==> src/rtl/pool_lane_sequencer.sv <==
// Pooling-column control sequencer: drives per-lane {write,useUpper,useCurrent,useLower}
// words for KxK stride-K windows. Optional macro STALL_CNT_EN adds a stall-cycle counter port.
module pool_lane_sequencer #(
    parameter int W       = 16,
    parameter int N_UNITS = 4,
    parameter int WIN_W   = 8
) (
    input  logic                   CLK,
    input  logic                   RSTn,
    input  logic                   start,
    input  logic [1:0]             ksize,
    input  logic [WIN_W-1:0]       num_windows,
    output logic                   col_req,
    output logic [WIN_W-1:0]       col_addr,
    input  logic                   col_valid,
    output logic [4*N_UNITS-1:0]   ctrl,
    input  logic [W*N_UNITS-1:0]   max_in,
    output logic                   out_valid,
    input  logic                   out_ready,
    output logic [W*N_UNITS-1:0]   out_data,
    output logic                   busy,
    output logic                   done
`ifdef STALL_CNT_EN
    ,
    output logic [15:0]            stall_cycles
`endif
);

    typedef enum logic [2:0] {
        S_IDLE,
        S_CLEAR,
        S_FETCH,
        S_DRAIN,
        S_FINISH
    } state_t;

    state_t               state_q, state_d;
    logic [1:0]           k_q, k_d;
    logic [1:0]           col_cnt_q, col_cnt_d;
    logic [WIN_W-1:0]     win_left_q, win_left_d;
    logic [WIN_W-1:0]     col_addr_q, col_addr_d;
    logic                 out_valid_q, out_valid_d;
    logic [W*N_UNITS-1:0] out_data_q, out_data_d;
    logic                 busy_q, busy_d;
    logic                 done_q, done_d;
    logic                 hs;

    // Edge lanes have no neighbour above (lane 0) or below (last lane).
    function automatic logic [2:0] lane_use(input logic [1:0] k, input int lane);
        logic [2:0] u;
        case (k)
            2'd2:    u = 3'b011;
            2'd3:    u = 3'b111;
            default: u = 3'b010;
        endcase
        if (lane == 0) u[2] = 1'b0;
        if (lane == N_UNITS - 1) u[0] = 1'b0;
        return u;
    endfunction

    always_comb begin
        state_d     = state_q;
        k_d         = k_q;
        col_cnt_d   = col_cnt_q;
        win_left_d  = win_left_q;
        col_addr_d  = col_addr_q;
        out_valid_d = out_valid_q;
        out_data_d  = out_data_q;
        busy_d      = busy_q;
        done_d      = 1'b0;
        ctrl        = '0;
        col_req     = (state_q == S_FETCH);
        hs          = col_req & col_valid;

        case (state_q)
            S_IDLE: begin
                if (start) begin
                    k_d        = (ksize == 2'd0) ? 2'd1 : ksize;
                    win_left_d = num_windows;
                    col_addr_d = '0;
                    col_cnt_d  = '0;
                    if (num_windows == '0) begin
                        state_d = S_FINISH;
                        done_d  = 1'b1;
                    end else begin
                        state_d = S_CLEAR;
                        busy_d  = 1'b1;
                    end
                end
            end
            S_CLEAR: begin
                for (int i = 0; i < N_UNITS; i++) ctrl[4*i +: 4] = 4'b1000;
                col_cnt_d = '0;
                state_d   = S_FETCH;
            end
            S_FETCH: begin
                if (hs) begin
                    for (int i = 0; i < N_UNITS; i++) ctrl[4*i +: 4] = {1'b1, lane_use(k_q, i)};
                    col_addr_d = col_addr_q + WIN_W'(1);
                    if (col_cnt_q == k_q - 2'd1) begin
                        // Last negedge write has landed; max_in is settled at this edge.
                        out_data_d  = max_in;
                        out_valid_d = 1'b1;
                        col_cnt_d   = '0;
                        state_d     = S_DRAIN;
                    end else begin
                        col_cnt_d = col_cnt_q + 2'd1;
                    end
                end
            end
            S_DRAIN: begin
                if (out_valid_q && out_ready) begin
                    out_valid_d = 1'b0;
                    win_left_d  = win_left_q - WIN_W'(1);
                    if (win_left_q == WIN_W'(1)) begin
                        state_d = S_FINISH;
                        done_d  = 1'b1;
                        busy_d  = 1'b0;
                    end else begin
                        state_d = S_CLEAR;
                    end
                end
            end
            S_FINISH: state_d = S_IDLE;
            default:  state_d = S_IDLE;
        endcase
    end

    always_ff @(posedge CLK or negedge RSTn) begin
        if (!RSTn) begin
            state_q     <= S_IDLE;
            k_q         <= 2'd1;
            col_cnt_q   <= '0;
            win_left_q  <= '0;
            col_addr_q  <= '0;
            out_valid_q <= 1'b0;
            out_data_q  <= '0;
            busy_q      <= 1'b0;
            done_q      <= 1'b0;
        end else begin
            state_q     <= state_d;
            k_q         <= k_d;
            col_cnt_q   <= col_cnt_d;
            win_left_q  <= win_left_d;
            col_addr_q  <= col_addr_d;
            out_valid_q <= out_valid_d;
            out_data_q  <= out_data_d;
            busy_q      <= busy_d;
            done_q      <= done_d;
        end
    end

    assign col_addr  = col_addr_q;
    assign out_valid = out_valid_q;
    assign out_data  = out_data_q;
    assign busy      = busy_q;
    assign done      = done_q;

`ifdef STALL_CNT_EN
    logic [15:0] stall_q, stall_d;

    always_comb begin
        stall_d = stall_q;
        if (state_q == S_IDLE && start) begin
            stall_d = '0;
        end else if (((col_req && !col_valid) || (out_valid_q && !out_ready))
                     && stall_q != 16'hFFFF) begin
            stall_d = stall_q + 16'd1;
        end
    end

    always_ff @(posedge CLK or negedge RSTn) begin
        if (!RSTn) stall_q <= '0;
        else       stall_q <= stall_d;
    end

    assign stall_cycles = stall_q;
`endif

endmodule

==> config.mk <==
export PLATFORM = sky130hd
export DESIGN_NAME = pool_lane_sequencer
export DESIGN_NICKNAME = d
export VERILOG_FILES = /design/src/rtl/pool_lane_sequencer.sv
export SDC_FILE = /design/constraint.sdc
export NUM_CORES = 1
export LEC_CHECK = 0
export BUFFER_PORTS_ARGS = -buffer_cell sky130_fd_sc_hd__buf_4
export CORE_ASPECT_RATIO = 1.2
export CORE_MARGIN = 1
export CORE_UTILIZATION = 35
export CTS_BUF_LIST = sky130_fd_sc_hd__clkbuf_4 sky130_fd_sc_hd__clkbuf_8 sky130_fd_sc_hd__clkbuf_16
export DETAILED_ROUTE_END_ITERATION = 12
export GPL_TIMING_DRIVEN = 0
export PLACE_DENSITY = 0.62
export REMOVE_ABC_BUFFERS = 1
export SLEW_MARGIN = 20
export SYNTH_ARGS = -nofsm -noshare
export SYNTH_HDL_FRONTEND = slang
export SYNTH_SLANG_ARGS = --single-unit
==> constraint.sdc <==
create_clock -name CLK -period 4.5 [get_ports CLK]
set_clock_uncertainty 0.1 [all_clocks]
set_input_delay 0.45 -clock CLK [delete_from_list [all_inputs] [get_ports CLK]]
set_output_delay 0.45 -clock CLK [all_outputs]
set_load 0.01 [all_outputs]
==> impl_results.md <==
- R2R Path Start: k_q[0]$_DFFE_PN1P_
- I/O Buffers: 168
- Slew Viols, Final: 0
- Pwr/cell area: 639 nW/um2
- Sequential share of the synthesized area: 54.6%
- Worst R2R Path Depth: 6
- Cts hold-fix bufs: 0
- Post-Synthesis Cells: 315
- Flop pwr share: between 30% and 40%
- Outcome: complete, no violations
- GRT Overall Usage: between 15 and 20%
- Longest Clk Path Bufs: 2
- Critical Path Source Type: flip-flop
- RSZ-0062 raised after global routing: false
- Nets: roughly 560
- Vias in the first global route: a little under 3000
- Top FF cell, synth: dfrtp_1
- Final Hold Fails: 0
- Area growth, synth to finish: 40.0%
- Reg2Reg Capture Point: out_data[35]$_DFFE_PN0P_
- Max Freq: between 400 and 500 MHz
- Worst min-delay path category: input port to async pin
- Power Internal: approximately 2.5 mW
- CP max FO: 48
- Chip height: around 120 um
- Initial antenna violation count: 0
- DR vias: 2968
- Period utilisation layout: 55.1%
- Grt total ovfl: 0
- Synthesized area per cell: between 10 and 15 um2
- Share of layout cells above drive strength 1: 53.8%
- Synth top area share: a little over half
- Worst hold margin: around 0.079 ns
- Number of synthesized flops with an enable pin: 0
- Synth async-reset ratio: 100%
- Max-cap violations: 0
- Synth unique cells: 45
- Clock Latency Late Sink: 0.33 ns
- Yosys Warn Count: 0
- H-tree depth: 3
- First-pass GRT wire length: 14400 um
- CTS tree: yes
- Die area: 12200 um2
- Worst Tran Pin Value: 0.808 ns
- Min setup slack post-route: 2.02 ns
- DRC: 0
- End point of the critical path: out_data[35]$_DFFE_PN0P_
- Critical setup path kind: flip-flop to flip-flop
- Crit end category: flip-flop
- Top Ports: 171
- Most frequent cell after synthesis: dfrtp_1
- Top cells by area, synth: dfrtp_1, mux2_4, mux2_2
- Total CTS buffers: 9
- Yosys reg bits: 90
- Post-CTS Setup Bufs: 0
- Most common library cells after synthesis: dfrtp_1, mux2_4, mux2_2, nor2_1, o21ai_0
- Largest net degree at the start of global routing: 91
- Combinational group share of total power: between 30% and 40%
- Net Sw Power: 1.16 mW
- Syn Std Cell Area: between 4000 and 5000 um2
- DRT iter0 DRCs: 85
- RePlAce Congestion: 0.763
- DRT Wirelength: 9360 um
- Critical Path RT: ~4.6 ns
- Sw Share: a little under a third
- Worst EP arrival: roughly 2.6 ns
- Post-DP HPWL: 6630 um
- Routed len/inst: around 15 um
- Final min period: around 2.5 ns
- Root buffer cell: clkbuf_16
- Worst setup startpoint: k_q[0]$_DFFE_PN1P_
- Initial DRT Pass Iterations: 4
- Rows: 43
- Area leader, netlist: dfrtp_1
- Chip width: 101 um
- Clock slew seen by the registers of the worst setup and hold paths: 0.07 ns
- Setup TNS: 0 ns
- Clock power share: 22.4%
- VDD IR max: 0.282 mV
- Core ar.: roughly 12000 um2
- # setup viols final: 0
- Initial cell density of the core: roughly 36%
- Leak: a little under 3 nW
- # diodes: 0
- R2R Setup Slk: 2.02 ns
- Clock sink count: 90
- Post_cts resized: 0
- DP Worst Slack: 1.81 ns
- Slew margin rel.: 46.1%
- ANT nets after route: 0
- DR vias/cell: ~4.7
==> layout make-up <==
| class | instances | area (um2) |
|---|---|---|
| Tap cell | 157 | 196 |
| Timing Repair Buffer | 170 | 1300 |
| Fill cell | 1074 | 5740 |
| Inverter | 11 | 41.3 |
| Clock inverter | 5 | 85.1 |
| Clock buffer | 10 | 239 |
| Multi-Input combinational cell | 190 | 1660 |
| Sequential cell | 90 | 2250 |
==> power by group through the flow <==
stage	registers [mW]	clock network, mW	logic, mW
detailed placement	1.40	0	1.48
CTS	1.40	0.848	1.49
floorplan	1.51	0	0.655
global route	1.44	0.879	1.59
global placement	1.39	0	1.47
finish	1.39	0.827	1.47
==> critical path: stages, from the launching register on <==
cell and delay [ns]:
dfstp_2 0.55, inv_1 0.05, ha_1 0.30, xor2_1 0.18, or3_4 0.55, buf_16 0.28
mux2_4 0.32
==> stage by stage <==
step / utilization [%] / instance area, um2 / instances / total power, mW
floorplan: - / 3950 / 291 / 2.17
global placement: 47.0 / 5410 / 616 / 2.86
detailed placement: 47.1 / 5420 / 617 / 2.89
CTS: 49.9 / 5750 / 632 / 3.73
global route: 50.2 / 5780 / 633 / 3.91
finish: 50.2 / 5780 / 633 / 3.69
==> worst min-delay path by stage <==
stage                             start                       end  cells after the start
4_1_cts                            RSTn  out_data[31]$_DFFE_PN0P_                      1
2_1_floorplan                      RSTn          busy$_DFFE_PN0P_                      0
3_5_place_dp   out_data[45]$_DFFE_PN0P_  out_data[45]$_DFFE_PN0P_                      1
5_1_grt                            RSTn  out_data[31]$_DFFE_PN0P_                      1
3_3_place_gp   out_data[23]$_DFFE_PN0P_  out_data[23]$_DFFE_PN0P_                      1
6_report                           RSTn  out_data[30]$_DFFE_PN0P_                      1
==> sequential cells by signal, indices dropped and copies added (netlist names) <==
register and cells:
done 1, busy 1, out_data 64, state_q 3, k_q 2, col_cnt_q 2, win_left_q 8, col_addr 8
out_valid 1
==> placed cells by master, fill, tap and decap left out, types with 3 or more instances in the layout <==
cell type	instances
buf_4	168
dfrtp_1	89
mux2_4	38
mux2_2	27
nor2_1	16
o21ai_0	16
inv_1	11
a21oi_1	11
nand2_1	10
clkbuf_16	9
nand3_1	6
nand4_1	5
nor3_1	5
ha_1	5
nand3b_1	4
nor4_1	4
o31ai_1	3
nand2b_1	3
xor2_1	3
xnor2_1	3
==> layer usage <==
layer	up-vias	track usage, %	wire (um)
li1	1407	-	-
met1	1454	19.1	3970
met2	88	24.7	4700
met3	19	2.82	437
met4	0	8.15	248
met5	-	0	0
==> cell families (layout without fill, tap and decap cells) <==
family,after synthesis,in the layout,share of synthesized area (%)
compound gates,46,46,6.89
other cells,1,2,0.0909
xor+xnor,6,6,1.27
mux,67,67,21.7
flops,90,90,54.6
buf+inv,36,196,5.34
simple gates,64,64,8.56
fa+ha+maj,5,5,1.52
(Power assumes the default switching activity.)
